`config.mk`:
```
export PLATFORM = sky130hd
export DESIGN_NAME = sync_gray_ptr_flat
export DESIGN_NICKNAME = d
export VERILOG_FILES = /design/src/rtl/sync_gray_ptr_pkg.sv /design/src/rtl/sync_gray_ptr_if.sv /design/src/rtl/sync_gray_ptr_stages.sv /design/src/rtl/sync_gray_ptr.sv /design/src/flat_wrapper.sv
export SDC_FILE = /design/constraint.sdc
export NUM_CORES = 1
export LEC_CHECK = 0
export CORE_ASPECT_RATIO = 1.1
export CORE_MARGIN = 2
export CORE_UTILIZATION = 55
export DETAILED_ROUTE_END_ITERATION = 6
export DONT_BUFFER_PORTS = 1
export GPL_TIMING_DRIVEN = 0
export HOLD_SLACK_MARGIN = 0.15
export PLACE_DENSITY = 0.8
export SLEW_MARGIN = 15
export SYNTH_ARGS = -nofsm -noshare
export SYNTH_HDL_FRONTEND = slang
export SYNTH_SLANG_ARGS = --single-unit
```
`constraint.sdc`:
```
create_clock -name i_clk -period 3.15 [get_ports i_clk]
set_input_delay 0.315 -clock i_clk [delete_from_list [all_inputs] [get_ports i_clk]]
set_output_delay 0.315 -clock i_clk [all_outputs]
set_load 0.02 [all_outputs]
```
`src/rtl/sync_gray_ptr_pkg.sv`:
```
// Shared helpers for the Gray-pointer receiver: stage limits and the
// Gray decode / population count used by the decode and checker logic.
package sync_pkg;

  localparam int MIN_STAGES = 2;
  localparam int MAX_STAGES = 4;
  localparam int FUNC_W     = 32;

  // Gray to binary: each binary bit is the XOR of all Gray bits at or above it.
  // Narrower pointers are zero-extended by the caller, which leaves the result unchanged.
  function automatic logic [FUNC_W-1:0] gray2bin(input logic [FUNC_W-1:0] g);
    logic [FUNC_W-1:0] b;
    b[FUNC_W-1] = g[FUNC_W-1];
    for (int i = FUNC_W - 2; i >= 0; i--) begin
      b[i] = b[i+1] ^ g[i];
    end
    return b;
  endfunction

  // Number of set bits, used to detect Gray updates that moved more than one bit.
  function automatic int unsigned popcount(input logic [FUNC_W-1:0] v);
    int unsigned n;
    n = 0;
    for (int i = 0; i < FUNC_W; i++) begin
      n += int'(v[i]);
    end
    return n;
  endfunction

endpackage

```
`src/rtl/sync_gray_ptr_if.sv`:
```
// Pointer and status bundle between the foreign-domain pointer source
// and the destination-domain receiver. The master drives the Gray pointer
// and error clear; the slave (receiver) returns the decoded view.
interface sync_gray_ptr_if #(
  parameter int ADDR_W   = 4,
  parameter int ERRCNT_W = 8
);

  logic [ADDR_W:0]     i_grayPtr;
  logic                i_errClr;
  logic [ADDR_W:0]     o_syncGray;
  logic [ADDR_W:0]     o_syncBin;
  logic                o_changed;
  logic [ADDR_W:0]     o_advance;
  logic                o_grayErr;
  logic [ERRCNT_W-1:0] o_errCnt;

  modport master (
    output i_grayPtr,
    output i_errClr,
    input  o_syncGray,
    input  o_syncBin,
    input  o_changed,
    input  o_advance,
    input  o_grayErr,
    input  o_errCnt
  );

  modport slave (
    input  i_grayPtr,
    input  i_errClr,
    output o_syncGray,
    output o_syncBin,
    output o_changed,
    output o_advance,
    output o_grayErr,
    output o_errCnt
  );

endinterface

```
`src/rtl/sync_gray_ptr_stages.sv`:
```
// Pure multi-flop synchroniser chain for a Gray-coded bus. Nothing but
// flops lives here so the CDC boundary is easy to find and constrain.
module sync_stages
  import sync_pkg::*;
#(
  parameter int W      = 5,
  parameter int STAGES = 2
) (
  input  logic         clk_i,
  input  logic         rst_i,
  input  logic [W-1:0] d_i,
  output logic [W-1:0] q_o
);

  // Reject chain depths the timing closure was never planned for.
  if (STAGES < MIN_STAGES || STAGES > MAX_STAGES) begin : g_badStages
    $error("sync_stages: STAGES=%0d outside legal range %0d..%0d",
           STAGES, MIN_STAGES, MAX_STAGES);
  end

  // The first flop samples an asynchronous bus and may go metastable;
  // this is intentional, so it is tagged as the CDC receive point.
  (* async_reg = "true", cdc_waiver = "gray_coded_bus_first_sync_flop" *)
  logic [W-1:0] meta_q;
  (* async_reg = "true" *)
  logic [W-1:0] chain_q [STAGES-1];

  // Shift the sampled pointer through the chain, one stage per edge.
  always_ff @(posedge clk_i or posedge rst_i) begin
    if (rst_i) begin
      meta_q <= '0;
      for (int k = 0; k < STAGES - 1; k++) begin
        chain_q[k] <= '0;
      end
    end else begin
      meta_q     <= d_i;
      chain_q[0] <= meta_q;
      for (int k = 1; k < STAGES - 1; k++) begin
        chain_q[k] <= chain_q[k-1];
      end
    end
  end

  assign q_o = chain_q[STAGES-2];

endmodule

```
`src/rtl/sync_gray_ptr.sv`:
```
// Destination-domain receiver for a Gray-coded FIFO pointer: synchronises
// the pointer, decodes it to binary, reports how far it moved since the
// last cycle, and flags any update that was not a clean single-bit step.
module sync_gray_ptr
  import sync_pkg::*;
#(
  parameter int ADDR_W   = 4,
  parameter int STAGES   = 2,
  parameter int ERRCNT_W = 8
) (
  input  logic           i_clk,
  input  logic           i_arst,
  sync_gray_ptr_if.slave bus
);

  typedef logic [ADDR_W:0]     ptr_t;
  typedef logic [ERRCNT_W-1:0] cnt_t;

  localparam cnt_t CNT_MAX = '1;

  ptr_t syncGray;
  ptr_t bin_d;
  ptr_t bin_q;
  ptr_t prev_q;
  ptr_t gprv_q;
  ptr_t grayHold_q;
  logic viol;
  logic errFlag_d;
  logic errFlag_q;
  cnt_t errCnt_d;
  cnt_t errCnt_q;

  sync_stages #(
    .W      (ADDR_W + 1),
    .STAGES (STAGES)
  ) u_stages (
    .clk_i (i_clk),
    .rst_i (i_arst),
    .d_i   (bus.i_grayPtr),
    .q_o   (syncGray)
  );

  // Binary form of the synchronised pointer, ready to be registered.
  always_comb begin
    bin_d = ptr_t'(gray2bin(FUNC_W'(syncGray)));
  end

  // Decode stage: current and previous binary value, plus two Gray samples
  // so the checker can compare consecutive synchronised updates.
  always_ff @(posedge i_clk or posedge i_arst) begin
    if (i_arst) begin
      bin_q      <= '0;
      prev_q     <= '0;
      gprv_q     <= '0;
      grayHold_q <= '0;
    end else begin
      bin_q      <= bin_d;
      prev_q     <= bin_q;
      gprv_q     <= syncGray;
      grayHold_q <= gprv_q;
    end
  end

  // More than one bit changing between consecutive samples means the source
  // stepped faster than we sample, or the bus was not Gray-coded at all.
  assign viol = popcount(FUNC_W'(gprv_q ^ grayHold_q)) > 1;

  // Error bookkeeping: a fresh violation always wins over a clear so an
  // error arriving in the clear cycle is never lost.
  always_comb begin
    errFlag_d = errFlag_q;
    errCnt_d  = errCnt_q;
    if (viol) begin
      errFlag_d = 1'b1;
      if (bus.i_errClr) begin
        errCnt_d = cnt_t'(1);
      end else if (errCnt_q != CNT_MAX) begin
        errCnt_d = errCnt_q + cnt_t'(1);
      end
    end else if (bus.i_errClr) begin
      errFlag_d = 1'b0;
      errCnt_d  = '0;
    end
  end

  // Sticky error flag and saturating violation counter.
  always_ff @(posedge i_clk or posedge i_arst) begin
    if (i_arst) begin
      errFlag_q <= 1'b0;
      errCnt_q  <= '0;
    end else begin
      errFlag_q <= errFlag_d;
      errCnt_q  <= errCnt_d;
    end
  end

  assign bus.o_syncGray = syncGray;
  assign bus.o_syncBin  = bin_q;
  assign bus.o_changed  = (bin_q != prev_q);
  assign bus.o_advance  = bin_q - prev_q;
  assign bus.o_grayErr  = errFlag_q;
  assign bus.o_errCnt   = errCnt_q;

endmodule

```
`src/flat_wrapper.sv`:
```
// flat-port wrapper written by rule: the top's interface ports become plain ports
module sync_gray_ptr_flat import sync_pkg::*;
#(
  parameter int ADDR_W   = 4,
  parameter int STAGES   = 2,
  parameter int ERRCNT_W = 8
)
  (i_clk, i_arst, bus_i_grayPtr, bus_i_errClr, bus_o_syncGray, bus_o_syncBin, bus_o_changed, bus_o_advance, bus_o_grayErr, bus_o_errCnt);
  sync_gray_ptr_if #(.ADDR_W(ADDR_W), .ERRCNT_W(ERRCNT_W)) bus_i ();
  input  logic i_clk;
  input  logic i_arst;
  input wire logic [$bits(bus_i.i_grayPtr)-1:0] bus_i_grayPtr;
  input wire logic [$bits(bus_i.i_errClr)-1:0] bus_i_errClr;
  output wire logic [$bits(bus_i.o_syncGray)-1:0] bus_o_syncGray;
  output wire logic [$bits(bus_i.o_syncBin)-1:0] bus_o_syncBin;
  output wire logic [$bits(bus_i.o_changed)-1:0] bus_o_changed;
  output wire logic [$bits(bus_i.o_advance)-1:0] bus_o_advance;
  output wire logic [$bits(bus_i.o_grayErr)-1:0] bus_o_grayErr;
  output wire logic [$bits(bus_i.o_errCnt)-1:0] bus_o_errCnt;
  assign bus_i.i_grayPtr = bus_i_grayPtr;
  assign bus_i.i_errClr = bus_i_errClr;
  assign bus_o_syncGray = bus_i.o_syncGray;
  assign bus_o_syncBin = bus_i.o_syncBin;
  assign bus_o_changed = bus_i.o_changed;
  assign bus_o_advance = bus_i.o_advance;
  assign bus_o_grayErr = bus_i.o_grayErr;
  assign bus_o_errCnt = bus_i.o_errCnt;
  sync_gray_ptr #(.ADDR_W(ADDR_W), .STAGES(STAGES), .ERRCNT_W(ERRCNT_W)) u_core (.i_clk(i_clk), .i_arst(i_arst), .bus(bus_i));
endmodule
```
-- Word level (Yosys, flattened, before mapping)
Cells that the tools add are included.
- $add $sub $neg: 33
- magnitude comparators: 1
- equality and inequality tests: 2
- mux-type cells: 6
- bitwise operators: 5
- reductions and logical operators: 3
- operators with widths (operator ; number):
    adder 32 x 1 -> 32 bit (second input constant) ; 27
    adder 32 x 1 -> 32 bit ; 3
    > comparator 32 x 1 -> 1 bit (second input constant) ; 1
    2-to-1 mux 8 bit ; 4
    adder 8 x 1 -> 8 bit (second input constant) ; 1
    inequality test 8 bit (second input constant) ; 1
    inequality test 5 bit ; 1
    subtractor 5 bit ; 1
    bitwise XOR 5 bit ; 1
    nonzero test 2 bit ; 2
    bitwise XOR 1 bit ; 4
    adder 1 x 1 -> 2 bit ; 1
    2-to-1 mux 1 bit ; 2
    AND reduction 2 bit ; 1
- register bits after elaboration: 39
- bits of input ports: 8
- output and inout port bits: 25

-- Logic depth before layout (Yosys ltp)
Gate-level depths: netlist of run 1.
- depth after elaboration: 35
- mapped depth: 9

-- Hierarchy
Synthesis of run 1 repeated with hierarchy kept, for this count alone.
- cell total of the unflattened synthesis: 120
- area total of the unflattened synthesis: 1512.7 µm²
- by module, submodules not included (module ; times used ; cells each ; area an instance (µm²) ; seq. area each (µm²)):
    sync_gray_ptr ; 1 ; 109 ; 1258.7 ; 675.6
    sync_stages ; 1 ; 11 ; 254.0 ; 250.2

-- Worst setup path before layout of run 1
OpenSTA, ideal clock, no wires.
- path kind: register -> register
- start: register u_core.grayHold_q[0]
- end: register u_core.errCnt_q[5], in the netlist u_core.bus.o_errCnt[5]
- library setup time: 130 ps
- arrival: 2551 ps
- required time: 3020 ps
- setup slack: 468 ps
- cell stages (with the launch flop): 10
- path buffers: 0
- clock period less this slack: 2682 ps
- cell sequence: dfrtp_1 > xor2_1 > ha_1 > fa_1 > and2_1 > fa_1 > o2111a_1 > o2111ai_1 > xor2_1 > nor2_1
- word-level cells in the longest chain between the ends: 35
- elaborated cells between the ends (all ways): 36
- ends and longest elaborated chain (element ; line ; source):
    start: declaration ; sync_gray_ptr.sv:26 ; ptr_t grayHold_q;
    start signal: assignment ; sync_gray_ptr.sv:60 ; grayHold_q <= gprv_q;
    bitwise XOR 5 bit (*) ; sync_gray_ptr.sv:66 ; assign viol = popcount(FUNC_W'(gprv_q ^ grayHold_q)) > 1;
    adder 1 x 1 -> 2 bit (*) ; sync_gray_ptr_pkg.sv:25 ; n += int'(v[i]);
    adder 32 x 1 -> 32 bit (*) (30 in a row) ; sync_gray_ptr_pkg.sv:25 ;
    > comparator 32 x 1 -> 1 bit (*) ; sync_gray_ptr.sv:66 ;
    nonzero test 2 bit (no source line) ; -- ;
    AND reduction 2 bit (no source line) ; -- ;
    end signal: assignment ; sync_gray_ptr.sv:93 ; errCnt_q <= errCnt_d;
    end: declaration ; sync_gray_ptr.sv:31 ; cnt_t errCnt_q;
Mark *: on every way between the ends. The rest lies on a longest branch, timed or not.
A chain may end at the register's enable or synchronous reset.

-- Worst setup path in the final report of run 1
- start: register u_core.gprv_q[0]
- end: register u_core.errCnt_q[5], in the netlist u_core.bus.o_errCnt[5]
- word-level cells in the longest chain between the ends: 35
- elaborated cells between the ends (all ways): 36
- ends and longest elaborated chain (element ; line ; source):
    start: declaration ; sync_gray_ptr.sv:25 ; ptr_t gprv_q;
    start signal: assignment ; sync_gray_ptr.sv:59 ; gprv_q <= syncGray;
    bitwise XOR 5 bit (*) ; sync_gray_ptr.sv:66 ;
    adder 1 x 1 -> 2 bit (*) ; sync_gray_ptr_pkg.sv:25 ;
    adder 32 x 1 -> 32 bit (*) (30 in a row) ; sync_gray_ptr_pkg.sv:25 ;
    > comparator 32 x 1 -> 1 bit (*) ; sync_gray_ptr.sv:66 ;
    nonzero test 2 bit (no source line) ; -- ;
    AND reduction 2 bit (no source line) ; -- ;
Marked as above.

==> results of run 1 <==
power groups by stage:
stage	logic (mW)	clock network [mW]	registers, mW
2_1_floorplan	0.244	0	0.616
3_3_place_gp	0.272	0	0.626
3_5_place_dp	0.292	0	0.630
4_1_cts	0.300	0.255	0.620
5_1_grt	0.332	0.279	0.628
6_report	0.296	0.241	0.620
kinds of logic after synthesis:
kind of cell | synth area share, %
DFF | 62.13
and+or+nand+nor | 6.886
AOI/OAI and AO/OA | 7.977
buffers and inverters | 4.281
xor gates and xnor gates | 7.641
adders and majority gates | 9.068
muxes | 2.015
sequential cells by signal (all words and copies together) (netlist names):
register / cells
u_core.bus.o_errCnt: 8
u_core.bus.o_grayErr: 1
u_core.bus.o_syncBin: 5
u_core.gprv_q: 4
u_core.grayHold_q: 5
u_core.prev_q: 4
u_core.u_stages.meta_q: 5
u_core.u_stages.q_o: 5
repair_timing:
item,CTS,global route
setup buffers,0,0
hold buffers,6,0
hold endpoints to repair,42,0
final timing paths:
kind / from / end / cells past startpoint
min reg2reg: u_core.u_stages.meta_q[3]$_DFF_PP0_ / u_core.u_stages.q_o[3]$_DFF_PP0_ / 0
max reg2reg: u_core.gprv_q[0]$_DFF_PP0_ / u_core.bus.o_errCnt[5]$_DFFE_PP0P_ / 9
min: u_core.u_stages.meta_q[3]$_DFF_PP0_ / u_core.u_stages.q_o[3]$_DFF_PP0_ / 0
max in group asynchronous: i_arst / u_core.bus.o_errCnt[6]$_DFFE_PP0P_ / 2
max: u_core.gprv_q[0]$_DFF_PP0_ / u_core.bus.o_errCnt[5]$_DFFE_PP0P_ / 9
min in group asynchronous: i_arst / u_core.gprv_q[3]$_DFF_PP0_ / 2
routing by layer:
metal | wire (um) | GRT usage, % | vias up
met1 | 957 | 19.86 | 426
li1 | - | - | 415
met5 | 0 | 0 | -
met3 | 151 | 8.122 | 2
met2 | 1169 | 28.57 | 29
met4 | 27 | 8.425 | 0
area by class of cell:
class	count	area, um2
inverter	12	45.04
timing repair buffer	6	60.06
multi-input combinational	64	500.5
clock buffer	6	51.30
fill	194	895.9
tap	31	38.79
clock inverter	1	7.507
sequential	37	925.9
buffer	3	18.77
per-stage QoR:
step	hold slack (ns)	instances	setup slack [ns]
floorplan	0.3312	116	0.4683
global placement	0.3325	147	0.3254
detailed placement	0.3358	147	0.2597
CTS	0.3391	160	0.2153
global route	0.3667	160	0.04271
finish	0.3553	160	0.2350
cells in the final DEF, fill, tap and decap left out, drive strengths merged, types with 3 or more instances in the layout:
master / Yosys / layout
dfrtp: 37 / 37
inv: 12 / 12
xor2: 11 / 11
nor2: 9 / 9
o21ai: 7 / 7
clkbuf: 1 / 7
ha: 6 / 6
dlygate4sd3: 0 / 6
nand3: 5 / 5
mux2i: 3 / 3
fa: 3 / 3
==> results.yml, run 1 <==
status:
  status: "finished clean"
placed_design:
  port-buffer-count: 0
  dpl_cell_area_um2: 1529
  place_congestion: 0.8492
  hpwl_um: 1666
power:
  p_clk_share_pct: 20.8
  switching_share_pct: 35.83
  powerDensity_nw_per_um2: 701.9
  p_leak_nw: 0.7877
  seq_power_share_pct: 53.6
  combPwrFrac_pct: 25.6
  internal_power_mw: 0.7422
  ir_drop_uv: 582.8
  total_power_mw: 1.157
  power.switching_mw: 0.4145
cells_and_area:
  synthToLayoutAreaGrowth_pct: 10.58
  drive_above_1_share_pct: 7.752
  final_core_util_pct: 64.78
  finalInstanceArea_um2: 1648
  nNetsFinal: 146
  antenna_cells: 0
setup_path:
  cp_slowest_stage_delay_ns: 0.59
  rrSetupSlack_ns: 0.23
  start_kind: "register"
  crit_family: "adder cells"
  cp_cell_sequence: "xor2_1 -> ha_1 -> fa_1 -> and2_1 -> fa_1 -> o2111a_1 -> o2111ai_1 -> xor2_1 -> nor2_1"
  cp.buffers_inverters: 0
  critical_path.max_fanout: 6
  critPathCaptureType: "register"
  arrival_ns: 3.10
  worstPathRequired_ns: 3.34
  crit_type: "reg -> reg"
  critPathSlowestCell: "fa_1"
synth:
  ys_warn_count: 0
  synth_area_leaders: "dfrtp_1, xor2_1, ha_1, fa_1, inv_1"
  synthDistinctLibCells: 26
  synth_top_area_cell: "dfrtp_1"
  synth.net_count: 133
  synth_common_cells: "dfrtp_1, inv_1, xor2_1"
  synth-seq-area-share_pct: 62.13
  syn-mean-instance-area_um2: 12.85
  synth_top_flop_cell: "dfrtp_1"
  netlist_area_um2: 1490
  synth_enable_flop_cells: 0
  yosys.area.top_type_share_pct: 62.13
  ys_ff_latch: 37
  yosysMostFrequentCell: "dfrtp_1"
  synthArstFlopShare_pct: 100.0
  synthCells: 116
timing:
  tightest_slew_ns: 0.7059
  finalCriticalPeriod_ns: 2.915
  rsz0062_at_grt: "no"
  finalSetupViolCount: 0
  maxSlewHeadroom_pct: 52.87
  max_freq_ghz: 0.3431
  post-route-period-util_pct: 92.54
  skew_ns: 0.01768
  fin_tns_setup_ns: 0
  slew_violations: 0
  hold_viol: 0
drt:
  drc: 0
  num_vias: 872
  wl_per_cell_um: 14.41
  dr.pass1.iters: 4
  drtIter0Drc: 9
  wl_um: 2305
  antenna_left: 0
  viasPerCell: 5.450
job:
  drv_cap: 0
clocking:
  cts-htree-levels: 2
  cts_tree: "built"
  cts-resized-gates: 0
  clock_sinks: 37
  cts_buffer_depth: 2
  clk_latency_ns: 0.32
  path_clk_slew_ns: 0.10
  clockRootBuffer: "clkbuf_4"
  cts_buffers: 5
grt:
  grt_overflow_total: 0
  grt_use_total_pct: 17.76
  grt_pass1_wl_um: 3857
  grt_antenna_before_repair: 0
  grt_max_degree: 38
  grt_pass1_vias: 880
hold_path:
  min_path_type: "reg -> reg"
die:
  die-width_um: 53.63
  fp-row-count: 19
  initial_core_util_pct: 58.58
  io_pins: 33
  core_um2: 2544
  fp.dieH_um: 58.59
  die_area_um2: 3142
Note: power is estimated with default switching activity, not from simulation.
==> run 2, diff against run 1 <==
- CORE_UTILIZATION: 55 -> 60
- PLACE_DENSITY: 0.8 -> 0.86
==> run 2 against run 1 <==
Net effect: combinational power fell by 2%; die area decreased by 7.7%; critical path depth stayed put; sequential power hardly changed; largest cell class unchanged; sequential cell count unchanged; critical path type unchanged; clock power grew 39%; via count increased by 1.6%; hold slack got worse by 0.025 ns; critical endpoint unchanged; wire length down 8.3%; highest routed layer unchanged.
==> results.yml, run 2 (synthesis gave the netlist of run 1 again) <==
clocking:
  clock_sinks: 37
  path_clk_slew_ns: 0.11
  cts-resized-gates: 0
  cts-htree-levels: 2
  cts_tree: "built"
  cts_buffers: 5
  post_cts_buffers: 0
  clockRootBuffer: "clkbuf_4"
  clk_latency_ns: 0.33
  cts_buffer_depth: 2
  cts_hold_buf: 6
die:
  io_pins: 33
  fp.dieH_um: 56.27
  core_um2: 2297
  initial_core_util_pct: 64.87
  die-width_um: 51.52
  die_area_um2: 2899
  fp-row-count: 18
setup_path:
  crit_family: "adder cells"
  critPathSlowestCell: "fa_1"
  cp_cell_sequence: "xor2_1 -> ha_1 -> fa_1 -> and2_1 -> fa_1 -> o2111a_1 -> o2111ai_1 -> xor2_1 -> nor2_1"
  critPathCaptureType: "register"
  crit_type: "reg -> reg"
  cp_slowest_stage_delay_ns: 0.59
  arrival_ns: 3.10
  cp.buffers_inverters: 0
  critical_path.max_fanout: 6
  start_kind: "register"
  worstPathRequired_ns: 3.36
timing:
  finalCriticalPeriod_ns: 2.890
  hold_viol: 0
  tightest_slew_ns: 0.7077
  maxSlewHeadroom_pct: 52.75
  post-route-period-util_pct: 91.75
  slew_violations: 0
  holdWs_ns: 0.3302
  rsz0062_at_grt: "no"
  skew_ns: 0.008721
  fin_tns_setup_ns: 0
  finalSetupViolCount: 0
  max_freq_ghz: 0.3460
  postLayoutSetupSlackWorst_ns: 0.2598
cells_and_area:
  largest_reg_flops: 8
  nNetsFinal: 146
  antenna_cells: 0
  final_cell_mix: "dfrtp_1, xor2_1, inv_1"
  drive_above_1_share_pct: 8.462
  synthToLayoutAreaGrowth_pct: 12.51
  layout_commonest_cell: "dfrtp_1"
placed_design:
  place_ws_ns: 0.3001
  port-buffer-count: 0
  hpwl_um: 1497
  place_congestion: 0.8434
drt:
  dr.pass1.iters: 4
  drtIter0Drc: 16
  wl_per_cell_um: 13.21
  num_vias: 886
  wl_um: 2114
  antenna_left: 0
  viasPerCell: 5.538
  drc: 0
grt:
  grt_overflow_total: 0
  grt_antenna_before_repair: 0
  grt_pass1_vias: 888
  grt_pass1_wl_um: 3857
  grt_use_total_pct: 17.83
  grt_max_degree: 38
status:
  status: "finished clean"
power:
  p_leak_nw: 0.8018
  total_power_mw: 1.244
  ir_drop_uv: 560.6
  powerDensity_nw_per_um2: 741.7
hold_path:
  min_path_type: "in -> reg"
job:
  drv_cap: 0
## run 2: cell count changes in the layout (fill, tap and decap cells not counted)
cell       previous run  this run
bufinv_16             0         1
## run 2: layer usage
layer	track usage, %	part of all wire (%)
met4	7.895	1.4
met5	0	0
met1	23.05	44
met2	27.11	47
met3	6.383	7.4
## run 2: worst reg2reg max path: cells and delay by family, from the launching register on
| family | cells | cell delay (ns) |
|---|---|---|
| adders and majority gates | 3 | 1.39 |
| and+or+nand+nor | 2 | 0.21 |
| AOI/OAI and AO/OA | 2 | 0.44 |
| DFF | 1 | 0.39 |
| xor gates and xnor gates | 2 | 0.33 |
## run 2: power breakdown
part,internal (mW),leakage [nW],total [mW],switching (mW)
combinational,0.110,0.313,0.290,0.180
sequential,0.527,0.445,0.618,0.0904
clock,0.189,0.0445,0.336,0.147
total,0.826,0.802,1.24,0.418
## run 2: through the flow
stage / util, % / std cells / area, um2
floorplan: - / 116 / 1490
global placement: 66.50 / 146 / 1528
detailed placement: 66.50 / 146 / 1528
CTS: 72.98 / 160 / 1677
global route: 72.98 / 160 / 1677
finish: 72.98 / 160 / 1677
## run 2: worst paths after layout
path / cells after the start / to / start / slack, ns
hold / removal: 2 / u_core.bus.o_errCnt[2]$_DFFE_PP0P_ / bus_i_errClr / 0.33
setup reg to reg: 9 / u_core.bus.o_errCnt[5]$_DFFE_PP0P_ / u_core.grayHold_q[0]$_DFF_PP0_ / 0.26
setup / recovery: 9 / u_core.bus.o_errCnt[5]$_DFFE_PP0P_ / u_core.grayHold_q[0]$_DFF_PP0_ / 0.26
hold reg to reg: 0 / u_core.u_stages.q_o[2]$_DFF_PP0_ / u_core.u_stages.meta_q[2]$_DFF_PP0_ / 0.36
min in group asynchronous: 2 / u_core.bus.o_syncBin[1]$_DFF_PP0_ / i_arst / 0.55
max in group asynchronous: 2 / u_core.u_stages.q_o[3]$_DFF_PP0_ / i_arst / 2.14
## run 2: layout make-up
type | count | area, um2
Clock buffer | 6 | 51.30
Inverter | 12 | 45.04
Multi-Input combinational cell | 64 | 500.5
Buffer | 3 | 18.77
Fill cell | 160 | 620.6
Timing Repair Buffer | 6 | 60.06
Tap cell | 30 | 37.54
Sequential cell | 37 | 925.9
Clock inverter | 2 | 37.54
==> run 3, diff against run 2 <==
- CORE_MARGIN: 2 -> 1
- SKIP_CTS_REPAIR_TIMING: default -> 1
==> run 3 against run 2 <==
Net effect: non-clock buffer count is the same; design area shrank 0.30%; first-iteration DRC count shrank 50%; critical path type unchanged; critical endpoint is now u_core.bus.o_errCnt[7]$_DFFE_PP0P_.
==> results.yml, run 3 (synthesis gave the netlist of run 1 again) <==
setup_path:
  start_kind: "register"
  cp_cell_sequence: "xor2_1 -> ha_1 -> fa_1 -> and2_1 -> fa_1 -> o2111a_1 -> nand3_1 -> mux2i_1 -> nor2_1"
  critPathSlowestCell: "fa_1"
  worstPathRequired_ns: 3.38
  ff2ff_path_depth: 9
  critical_path.max_fanout: 6
  crit_top_cell: "fa_1"
  critPathCaptureType: "register"
  crit_type: "reg -> reg"
  arrival_ns: 3.13
  cp_slowest_stage_delay_ns: 0.58
placed_design:
  port-buffer-count: 0
  place_ws_ns: 0.2412
  hpwl_um: 1630
  dpl_cell_area_um2: 1528
  place_congestion: 0.8272
timing:
  hold_viol: 0
  rsz0062_at_grt: "no"
  postLayoutSetupSlackWorst_ns: 0.2511
  finalSetupViolCount: 0
  maxSlewHeadroom_pct: 53.32
  tightest_slew_ns: 0.6992
  skew_ns: 0.007772
  holdWs_ns: 0.3385
  fin_tns_setup_ns: 0
  post-route-period-util_pct: 92.03
  slew_violations: 0
  max_freq_ghz: 0.3450
  finalCriticalPeriod_ns: 2.899
drt:
  drtIter0Drc: 8
  antenna_left: 0
  num_vias: 870
  viasPerCell: 5.438
  dr.pass1.iters: 4
  drc: 0
  wl_per_cell_um: 14.16
  wl_um: 2266
status:
  status: "finished clean"
cells_and_area:
  antenna_cells: 0
  largest_reg_flops: 8
  layout_commonest_cell: "dfrtp_1"
  synthToLayoutAreaGrowth_pct: 12.17
  nNetsFinal: 146
  fillers: 155
  final_cell_mix: "dfrtp_1, xor2_1, inv_1"
  finalInstanceArea_um2: 1672
  drive_above_1_share_pct: 8.462
die:
  io_pins: 33
  die_area_um2: 2687
  initial_core_util_pct: 64.87
  fp.dieH_um: 54.27
  core_um2: 2297
  fp-row-count: 18
  die-width_um: 49.52
power:
  powerDensity_nw_per_um2: 740.0
  switching_share_pct: 34.88
  combPwrFrac_pct: 23.6
  seq_power_share_pct: 50.2
  internal_power_mw: 0.8055
  ir_drop_uv: 573.3
  power.switching_mw: 0.4315
  p_leak_nw: 0.7988
  p_clk_share_pct: 26.2
grt:
  grt_max_degree: 38
  grt_pass1_wl_um: 3436
  grt_antenna_before_repair: 0
  grt_use_total_pct: 19.66
  grt_overflow_total: 0
  grt_pass1_vias: 818
clocking:
  path_clk_slew_ns: 0.11
  clock_sinks: 37
  cts_tree: "built"
  clockRootBuffer: "clkbuf_4"
  cts_buffers: 5
  cts-htree-levels: 2
  cts_buffer_depth: 2
  clk_latency_ns: 0.35
hold_path:
  min_path_type: "in -> reg"
  hold_depth: 2
job:
  drv_cap: 0
## run 3: cell count changes in the layout (fill, tap and decap cells not counted), sizes merged
| cell | before | now |
|---|---|---|
| clkbuf | 7 | 6 |
| clkinv | 0 | 1 |
## run 3: layout make-up
| class | instances | area (um2) | share of cell area [%] |
|---|---|---|---|
| flip-flops and latches | 37 | 925.9 | 55.39 |
| multi-input cells | 64 | 500.5 | 29.94 |
| repair buffers | 6 | 60.06 | 3.593 |
| clock inverters | 3 | 46.29 | 2.769 |
| inverters | 12 | 45.04 | 2.695 |
| clock buffers | 5 | 37.54 | 2.246 |
| well taps | 30 | 37.54 | 2.246 |
| plain buffers | 3 | 18.77 | 1.123 |
## run 3: routing by layer
| metal | part of all wire [%] | track usage [%] |
|---|---|---|
| met1 | 39 | 20.15 |
| met4 | 2.8 | 14.29 |
| met3 | 5.9 | 10.28 |
| met5 | 0 | 0 |
| met2 | 52 | 31.51 |
## run 3: final timing paths
| check | startpoint | to | slack [ns] |
|---|---|---|---|
| worst min-delay path | bus_i_errClr | u_core.bus.o_errCnt[3]$_DFFE_PP0P_ | 0.34 |
| worst min register to register | u_core.u_stages.meta_q[3]$_DFF_PP0_ | u_core.u_stages.q_o[3]$_DFF_PP0_ | 0.35 |
| worst max register to register | u_core.grayHold_q[0]$_DFF_PP0_ | u_core.bus.o_errCnt[7]$_DFFE_PP0P_ | 0.25 |
| worst max-delay path | u_core.grayHold_q[0]$_DFF_PP0_ | u_core.bus.o_errCnt[7]$_DFFE_PP0P_ | 0.25 |
| min in group asynchronous | i_arst | u_core.u_stages.q_o[3]$_DFF_PP0_ | 0.52 |
| max in group asynchronous | i_arst | u_core.u_stages.q_o[1]$_DFF_PP0_ | 2.17 |
## run 3: power groups by stage
stage	registers, mW	clock network, mW	logic [mW]
3_3_place_gp	0.626	0	0.271
6_report	0.621	0.324	0.292
4_1_cts	0.621	0.333	0.291
5_1_grt	0.628	0.359	0.329
3_5_place_dp	0.631	0	0.289
2_1_floorplan	0.616	0	0.244
## run 3: through the flow
stage	utilization, %	total power, mW	instances
floorplan	-	0.8606	116
global placement	66.50	0.8969	146
detailed placement	66.50	0.9198	146
CTS	70.15	1.245	154
global route	72.77	1.316	160
finish	72.77	1.237	160
## run 3: worst max-delay path: cells and delay by family, from the launching register on
family | cells | cell delay, ns
adder cells (fa/ha/maj) | 3 | 1.37
flip-flops | 1 | 0.39
AND/OR/NAND/NOR | 3 | 0.35
AO/OA/AOI/OAI | 1 | 0.29
multiplexers | 1 | 0.21
XOR/XNOR | 1 | 0.17
